$ cat config.mk
export PLATFORM = sky130hd
export DESIGN_NAME = button_conditioner
export DESIGN_NICKNAME = d
export VERILOG_FILES = /design/src/rtl/button_conditioner.sv
export SDC_FILE = /design/constraint.sdc
export NUM_CORES = 1
export LEC_CHECK = 0
export CAP_MARGIN = 20
export CORE_MARGIN = 3
export CORE_UTILIZATION = 47
export CTS_CLUSTER_SIZE = 25
export DETAILED_ROUTE_END_ITERATION = 10
export HOLD_SLACK_MARGIN = 0.1
export PLACE_DENSITY = 0.65
export SLEW_MARGIN = 30
export SYNTH_ARGS = -nofsm -noshare
export SYNTH_HDL_FRONTEND = slang
export SYNTH_SLANG_ARGS = --single-unit
$ cat constraint.sdc
create_clock -name clk -period 1.7 [get_ports clk]
set_input_delay 0.34 -clock clk [delete_from_list [all_inputs] [get_ports clk]]
set_output_delay 0.34 -clock clk [all_outputs]
set_load 0.05 [all_outputs]
$ cat src/rtl/button_conditioner.sv
// button_conditioner: push-button front end.
// Raw pins pass a 2-flop synchroniser, are debounced against a shared
// millisecond-style tick, and produce a debounced level plus single-cycle
// press, release and long-press pulses per channel.
module button_conditioner #(
    parameter int NUM_BTN        = 4,
    parameter int CLK_FREQ       = 50_000_000,
    parameter int TICK_DIV       = CLK_FREQ / 1000,
    parameter int DEBOUNCE_TICKS = 20,
    parameter int LONG_TICKS     = 1000,
    parameter bit BTN_ACTIVE_LOW = 1'b1
) (
    input  logic               clk,
    input  logic               rst,
    input  logic [NUM_BTN-1:0] btn_raw,
    output logic [NUM_BTN-1:0] btn_level,
    output logic [NUM_BTN-1:0] btn_press,
    output logic [NUM_BTN-1:0] btn_release,
    output logic [NUM_BTN-1:0] btn_long,
    output logic               tick
);

    localparam int TW = $clog2(TICK_DIV);
    localparam int DW = $clog2(DEBOUNCE_TICKS + 1);
    localparam int HW = $clog2(LONG_TICKS + 1);

    localparam logic [TW-1:0]      TICK_LAST = TW'(TICK_DIV - 1);
    localparam logic [DW-1:0]      DB_LAST   = DW'(DEBOUNCE_TICKS - 1);
    localparam logic [HW-1:0]      HOLD_MAX  = HW'(LONG_TICKS);
    localparam logic [HW-1:0]      HOLD_LAST = HW'(LONG_TICKS - 1);
    // Pin value of a released button; also the synchroniser reset value.
    localparam logic [NUM_BTN-1:0] IDLE_PINS = {NUM_BTN{BTN_ACTIVE_LOW}};

    logic [TW-1:0]      tick_cnt_q, tick_cnt_d;
    logic               tick_q, tick_d;
    logic [NUM_BTN-1:0] s1_q, s1_d;
    logic [NUM_BTN-1:0] s2_q, s2_d;
    logic [NUM_BTN-1:0] level_q, level_d;
    logic [NUM_BTN-1:0] press_q, press_d;
    logic [NUM_BTN-1:0] release_q, release_d;
    logic [NUM_BTN-1:0] long_q, long_d;
    logic [DW-1:0]      db_cnt_q   [NUM_BTN];
    logic [DW-1:0]      db_cnt_d   [NUM_BTN];
    logic [HW-1:0]      hold_cnt_q [NUM_BTN];
    logic [HW-1:0]      hold_cnt_d [NUM_BTN];
    logic [NUM_BTN-1:0] sample;

    // Prescaler: wrapping counter, tick registered on its last count.
    always_comb begin
        tick_cnt_d = tick_cnt_q + TW'(1);
        tick_d     = 1'b0;
        if (tick_cnt_q == TICK_LAST) begin
            tick_cnt_d = '0;
            tick_d     = 1'b1;
        end
    end

    // Synchroniser shift and polarity normalisation (sample: 1 = pressed).
    always_comb begin
        s1_d   = btn_raw;
        s2_d   = s1_q;
        sample = s2_q ^ IDLE_PINS;
    end

    // Per-channel debounce, edge events and long-press hold counting.
    always_comb begin
        level_d    = level_q;
        press_d    = '0;
        release_d  = '0;
        long_d     = '0;
        db_cnt_d   = db_cnt_q;
        hold_cnt_d = hold_cnt_q;
        for (int i = 0; i < NUM_BTN; i++) begin
            // A sample matching the accepted level cancels any pending change.
            if (sample[i] == level_q[i]) begin
                db_cnt_d[i] = '0;
            end else if (tick_q) begin
                if (db_cnt_q[i] == DB_LAST) begin
                    db_cnt_d[i]  = '0;
                    level_d[i]   = sample[i];
                    press_d[i]   = sample[i];
                    release_d[i] = ~sample[i];
                end else begin
                    db_cnt_d[i] = db_cnt_q[i] + DW'(1);
                end
            end

            // Saturating hold counter; the pulse fires only on reaching the
            // limit, so one press yields at most one long event.
            if (!level_q[i]) begin
                hold_cnt_d[i] = '0;
            end else if (tick_q && (hold_cnt_q[i] != HOLD_MAX)) begin
                hold_cnt_d[i] = hold_cnt_q[i] + HW'(1);
                if (hold_cnt_q[i] == HOLD_LAST) begin
                    long_d[i] = 1'b1;
                end
            end
        end
    end

    // State registers with synchronous reset.
    always_ff @(posedge clk) begin
        if (rst) begin
            tick_cnt_q <= '0;
            tick_q     <= 1'b0;
            s1_q       <= IDLE_PINS;
            s2_q       <= IDLE_PINS;
            level_q    <= '0;
            press_q    <= '0;
            release_q  <= '0;
            long_q     <= '0;
            db_cnt_q   <= '{default: '0};
            hold_cnt_q <= '{default: '0};
        end else begin
            tick_cnt_q <= tick_cnt_d;
            tick_q     <= tick_d;
            s1_q       <= s1_d;
            s2_q       <= s2_d;
            level_q    <= level_d;
            press_q    <= press_d;
            release_q  <= release_d;
            long_q     <= long_d;
            db_cnt_q   <= db_cnt_d;
            hold_cnt_q <= hold_cnt_d;
        end
    end

    assign btn_level   = level_q;
    assign btn_press   = press_q;
    assign btn_release = release_q;
    assign btn_long    = long_q;
    assign tick        = tick_q;

endmodule

# == Word-level counts from Yosys, hierarchy flattened ==
# Index checks and enable logic that the tools add are counted.
# op_classes
add_sub_neg,9
n_eq_ne,17
mux,9
n_bitwise,22
reduce_logical,25
# op_table
op,n
"10-bit by 1-bit adder with 10-bit output, second input constant",4
"10-bit equality test, second input constant",4
"10-bit != test, second input constant",4
1-bit inverter,21
"5-bit by 1-bit adder with 5-bit output, second input constant",4
"5-bit equality test, second input constant",4
5-bit two-way mux,4
2-bit OR reduction,9
"16-bit by 1-bit adder with 16-bit output, second input constant",1
"16-bit equality test, second input constant",1
4-bit OR reduction,4
3-bit AND reduction,4
3-bit OR reduction,4
1-bit two-way mux,5
1-bit equality test,4
1-bit logical AND,4
4-bit inverter,1
# totals
register_bits,101
inputBits,6
out_inout_bits,17
wordCells,110

# == Longest topological paths before layout ==
# logic_depth
depth_word,4
ltp_mapped,6

# == Worst setup path after synthesis ==
# OpenSTA, ideal clock, no wires.
# synth_timing
kind,register to register
start,register tick_q (netlist: tick)
end,register hold_cnt_q[28] in the netlist's numbering
setup_ps,128
t_arrival_ps,1691
required_ps,1572
path_slack_ps,-119
path_stages_with_launch,7
synth_period_minus_slack_ps,1819
path_cell_list,dfxtp_1 -> clkbuf_1 -> buf_2 -> nand3_1 -> nor3_1 -> xnor2_1 -> nor2_1
# synth_via
elab_chain_cells,1
# synth_lines
element,line,text
"start, declared",35,"logic tick_q, tick_d;"
"start signal, assigned",116,tick_q <= tick_d;
1-bit logical AND,92,end else if (tick_q && (hold_cnt_q[i] != HOLD_MAX)) begin
"end signal, assigned",124,hold_cnt_q <= hold_cnt_d;
"end, declared",44,logic [HW-1:0] hold_cnt_q [NUM_BTN];
# No other way between the ends.
# A chain may end at the register's enable or synchronous reset.

# == Worst setup path after layout ==
# layout_timing
start,register tick_cnt_q[5]
end,register tick_cnt_q[15]
# layout_via
elab_chain_cells,2
# layout_lines
element,line,text
"start, declared",34,"logic [TW-1:0] tick_cnt_q, tick_cnt_d;"
"start signal, assigned",115,tick_cnt_q <= tick_cnt_d;
"parallel branches: the longest is 2 deep, another holds 16-bit by 1-bit adder with 16-bit output",-,
# Several ways; the timed one is not identified.

==> impl_table.tex <==
\begin{tabular}{lr}
\hline
Metric & Value \\
\hline
\multicolumn{2}{l}{\textbf{Synthesis}} \\
\quad Count of synthesis-stage warnings from yosys & 0 \\
\quad Area contributors post-synth & dfxtp\_1 (47\%), xnor2\_1 (7.6\%), nor2\_1 (6.4\%), ha\_1 (3.8\%), xor2\_1 (3.5\%) \\
\quad Most numerous cell types in the synthesized netlist & dfxtp\_1 (101), nor2\_1 (73), xnor2\_1 (37) \\
\quad Most common cell in the netlist & dfxtp\_1 \\
\quad Post-synth top flop & dfxtp\_1 \\
\quad FF+latch count, synth & 101 \\
\quad Distinct cell type count after synthesis & 39 \\
\quad Portion of the post-synthesis area used by sequential elements & 0.474 \\
\quad Number of nets produced by synthesis & 488 \\
\quad Biggest area consumer among synthesized cells & dfxtp\_1 \\
\quad Number of flops mapped to enable cells by yosys & 0 \\
\quad Synth Area per Inst & 9.09 sq um \\
\quad Cell area after synthesis & 4260 sq um \\
\quad Async SR Flop Fraction & 0 \\
\quad Post-Syn Instances & 469 \\
\quad Yosys top cell area share & 0.474 \\
\multicolumn{2}{l}{\textbf{Timing}} \\
\quad Final count of pins violating max slew & 0 \\
\quad Hold violation count in the final report & 0 \\
\quad Final setup fails & 8 \\
\quad Part of the cycle the worst path needs & 1.02 \\
\quad Post-layout worst setup margin & -0.0264 ns \\
\quad Slew headroom & 0.628 \\
\quad Total negative setup slack & -0.145 ns \\
\quad Worst clock skew & 0.0102 ns \\
\quad Hold Worst Slack & 0.416 ns \\
\quad Peak clock frequency supported by timing & 579 MHz \\
\quad Clock period minus final worst setup slack & 1.73 ns \\
\quad Unrepaired setup endpoints after global routing & true \\
\quad Transition time at the pin with the least slew margin & 0.557 ns \\
\multicolumn{2}{l}{\textbf{Placement}} \\
\quad Count of input and output buffers & 22 \\
\quad DP HPWL & 5310 um \\
\quad Routability congestion estimate & 0.829 \\
\quad Cell Area, Placed & 4760 sq um \\
\multicolumn{2}{l}{\textbf{Pwr}} \\
\quad Leakage component of the power & 1.68 nW \\
\quad Total power & 4.07 mW \\
\quad Combinational cell fraction of total power & 0.017 \\
\quad Cell internal pwr & 3.25 mW \\
\quad Clk network pwr share & 0.397 \\
\quad Worst IR Drop VDD & 522 uV \\
\quad Net switching power & 0.829 mW \\
\quad Part of the total power dissipated in sequential elements & 0.586 \\
\quad Sw Ratio & 0.203 \\
\quad Power density cells & 815 nW/um\^{}2 \\
\multicolumn{2}{l}{\textbf{Global route}} \\
\quad Maximum number of pins on one net before global-route repair & 21 \\
\quad Routing usage on met2 & 0.247 \\
\quad Most utilized layer in the global route result & met2 \\
\quad Number of global-route vias before repair & 3,003 \\
\quad Met3 Track Usage GR & 0.0393 \\
\quad Overflow after GRT & 0 \\
\quad Routing usage on met1 & 0.212 \\
\quad Antenna violations before repair & 0 \\
\quad Global Route Usage Sum & 0.159 \\
\quad Global-route wire length before repair & 13,200 um \\
\multicolumn{2}{l}{\textbf{Clocking}} \\
\quad TritonCTS clock tree & built \\
\quad H-tree level count & 3 \\
\quad Clock tree root driver cell & clkbuf\_8 \\
\quad Number of clock buffers inserted by TritonCTS & 9 \\
\quad Maximum clock insertion buffer count & 2 \\
\quad Insertion delay to the later sink of the worst-skew pair & 0.35 ns \\
\quad Hold Buf Count CTS & 0 \\
\quad Clock sink total & 101 \\
\quad Number of buffers inserted to repair setup after CTS & 0 \\
\quad Clock transition at the register clock pins on the worst setup and hold paths after CTS & 0.09 ns \\
\multicolumn{2}{l}{\textbf{Die}} \\
\quad Die Wd & 101 um \\
\quad Placeable core region & 8760 sq um \\
\quad Height of the chip & 101 um \\
\quad Initial Util & 0.486 \\
\quad Top-Level Pins & 23 \\
\quad Die area & 10,200 sq um \\
\quad Std cell rows & 34 \\
\multicolumn{2}{l}{\textbf{Drt}} \\
\quad Total wire length after detailed routing & 7650 um \\
\quad 1st-pass router iterations & 4 \\
\quad Drt initial violations & 121 \\
\quad Remaining routing DRC violations & 0 \\
\quad Routed via count & 3,275 \\
\quad Ratio of routed vias to standard cells & 5.19 \\
\quad Wire length per cell & 12.1 um \\
\quad Number of antenna-violating nets in the routed design & 0 \\
\multicolumn{2}{l}{\textbf{Worst setup path}} \\
\quad Critical path's slowest cell & or4\_4 \\
\quad Worst EP arrival & 1.98 ns \\
\quad Critical path buffers and inverters & 0 \\
\quad Cell-by-cell listing of the critical path & or4bb\_1, or4\_4, nand2b\_4, nor2\_1 \\
\quad Type of the worst setup path & flip-flop to flip-flop \\
\quad Largest stage delay on the critical path & 0.60 ns \\
\quad Worst EP required & 1.95 ns \\
\quad Peak fanout along the critical path & 8 \\
\quad Critical path endpoint category & flip-flop \\
\quad Top cell family by delay on the critical path & simple AND/OR/NAND/NOR gates \\
\quad Startpoint kind of the worst setup timing path & flip-flop \\
\multicolumn{2}{l}{\textbf{Status}} \\
\quad Outcome & finished with violations \\
\quad Failing checks & negative setup slack \\
\multicolumn{2}{l}{\textbf{Layout}} \\
\quad Post-layout nets & 538 \\
\quad P\&R area growth vs syn & 17.3\% \\
\quad Layout cells sized above 1 & 0.149 \\
\quad Diodes inserted & 0 \\
\quad Final cell area excluding filler cells & 5000 sq um \\
\multicolumn{2}{l}{\textbf{Run}} \\
\quad Number of max-cap violations & 0 \\
\multicolumn{2}{l}{\textbf{Worst hold path}} \\
\quad Worst Hold Class & flip-flop to flip-flop \\
\hline
\end{tabular}
-- path summary, 6_finish.rpt --
| check | slack, ns | to | cells past startpoint | from |
|---|---|---|---|---|
| max reg2reg | -0.03 | tick_cnt_q[15] | 4 | tick_cnt_q[5] |
| min reg2reg | 0.42 | s2_q[3] | 1 | s1_q[3] |
| min | 0.42 | s2_q[3] | 1 | s1_q[3] |
| max | -0.03 | tick_cnt_q[15] | 4 | tick_cnt_q[5] |
-- layer usage --
metal	vias up	wire length (um)
met1	1493	3780
met2	74	3390
met4	0	136
met5	-	0
met3	10	337
li1	1698	-
-- registers in the layout (all words and copies together), names as in the netlist --
name and flops:
btn_level 4, btn_long 4, btn_press 4, btn_release 4, db_cnt_q 20, hold_cnt_q 40, s1_q 4, s2_q 4
tick 1, tick_cnt_q 16
-- cells in the final DEF (no fill, tap or decap), types with 4 or more instances in the layout --
cell type,Yosys,layout
dfxtp_2,0,4
nor3b_1,10,10
o21ai_0,15,15
buf_4,0,41
clkdlybuf4s50_1,0,5
nand2_1,28,28
mux2i_1,8,8
ha_1,13,13
clkbuf_8,0,9
nand3_1,14,14
xor2_1,17,17
nand4b_1,4,4
nand4_1,15,15
a21oi_1,15,15
nor3_1,23,23
or2_2,11,11
inv_1,17,17
xnor2_1,37,37
nor2b_1,8,8
dfxtp_1,101,96
or3_1,10,10
nor4_1,5,5
nor2_1,73,73
nand2b_1,10,10
-- stage by stage --
stage | util | cells | setup WS [ns]
floorplan | - | 469 | -0.0496
global placement | 0.544 | 615 | -0.0266
detailed placement | 0.544 | 615 | -0.0488
CTS | 0.570 | 631 | -0.0337
global route | 0.571 | 631 | -0.0880
finish | 0.571 | 631 | -0.0264
-- final cells by class --
| cell class | instances | area, sq um |
|---|---|---|
| inverters | 17 | 63.8 |
| repair buffers | 49 | 418 |
| fillers | 802 | 3760 |
| clock buffers | 10 | 128 |
| multi-input cells | 341 | 2140 |
| well taps | 108 | 135 |
| flip-flops and latches | 101 | 2030 |
| clock inverters | 5 | 85.1 |
-- power by group through the flow --
stage               combinational, mW  clock, mW  sequential [mW]
floorplan                      0.0412          0             2.44
CTS                            0.0685       1.68             2.39
global route                   0.0749       1.76             2.39
detailed placement             0.0657          0             2.44
finish                         0.0673       1.62             2.39
global placement               0.0638          0             2.44
-- cell families (layout without fill, tap and decap cells) --
family                     after synthesis  after routing  share of synthesized area
xor gates and xnor gates                54             54                      0.111
and+or+nand+nor                        226            227                      0.277
AOI/OAI and AO/OA                       39             39                     0.0526
adders and majority gates               13             13                     0.0382
muxes                                    8              8                     0.0188
DFF                                    101            101                      0.474
buffers and inverters                   28             81                     0.0279
-- what timing repair did --
| action | 4_1_cts | 5_1_grt |
|---|---|---|
| cloned | 1 | 0 |
| endpoints found under the setup margin | 15 | 18 |
| resized for setup | 3 | 2 |
| pin swaps | 2 | 0 |
Note: power is estimated with default switching activity, not from simulation.
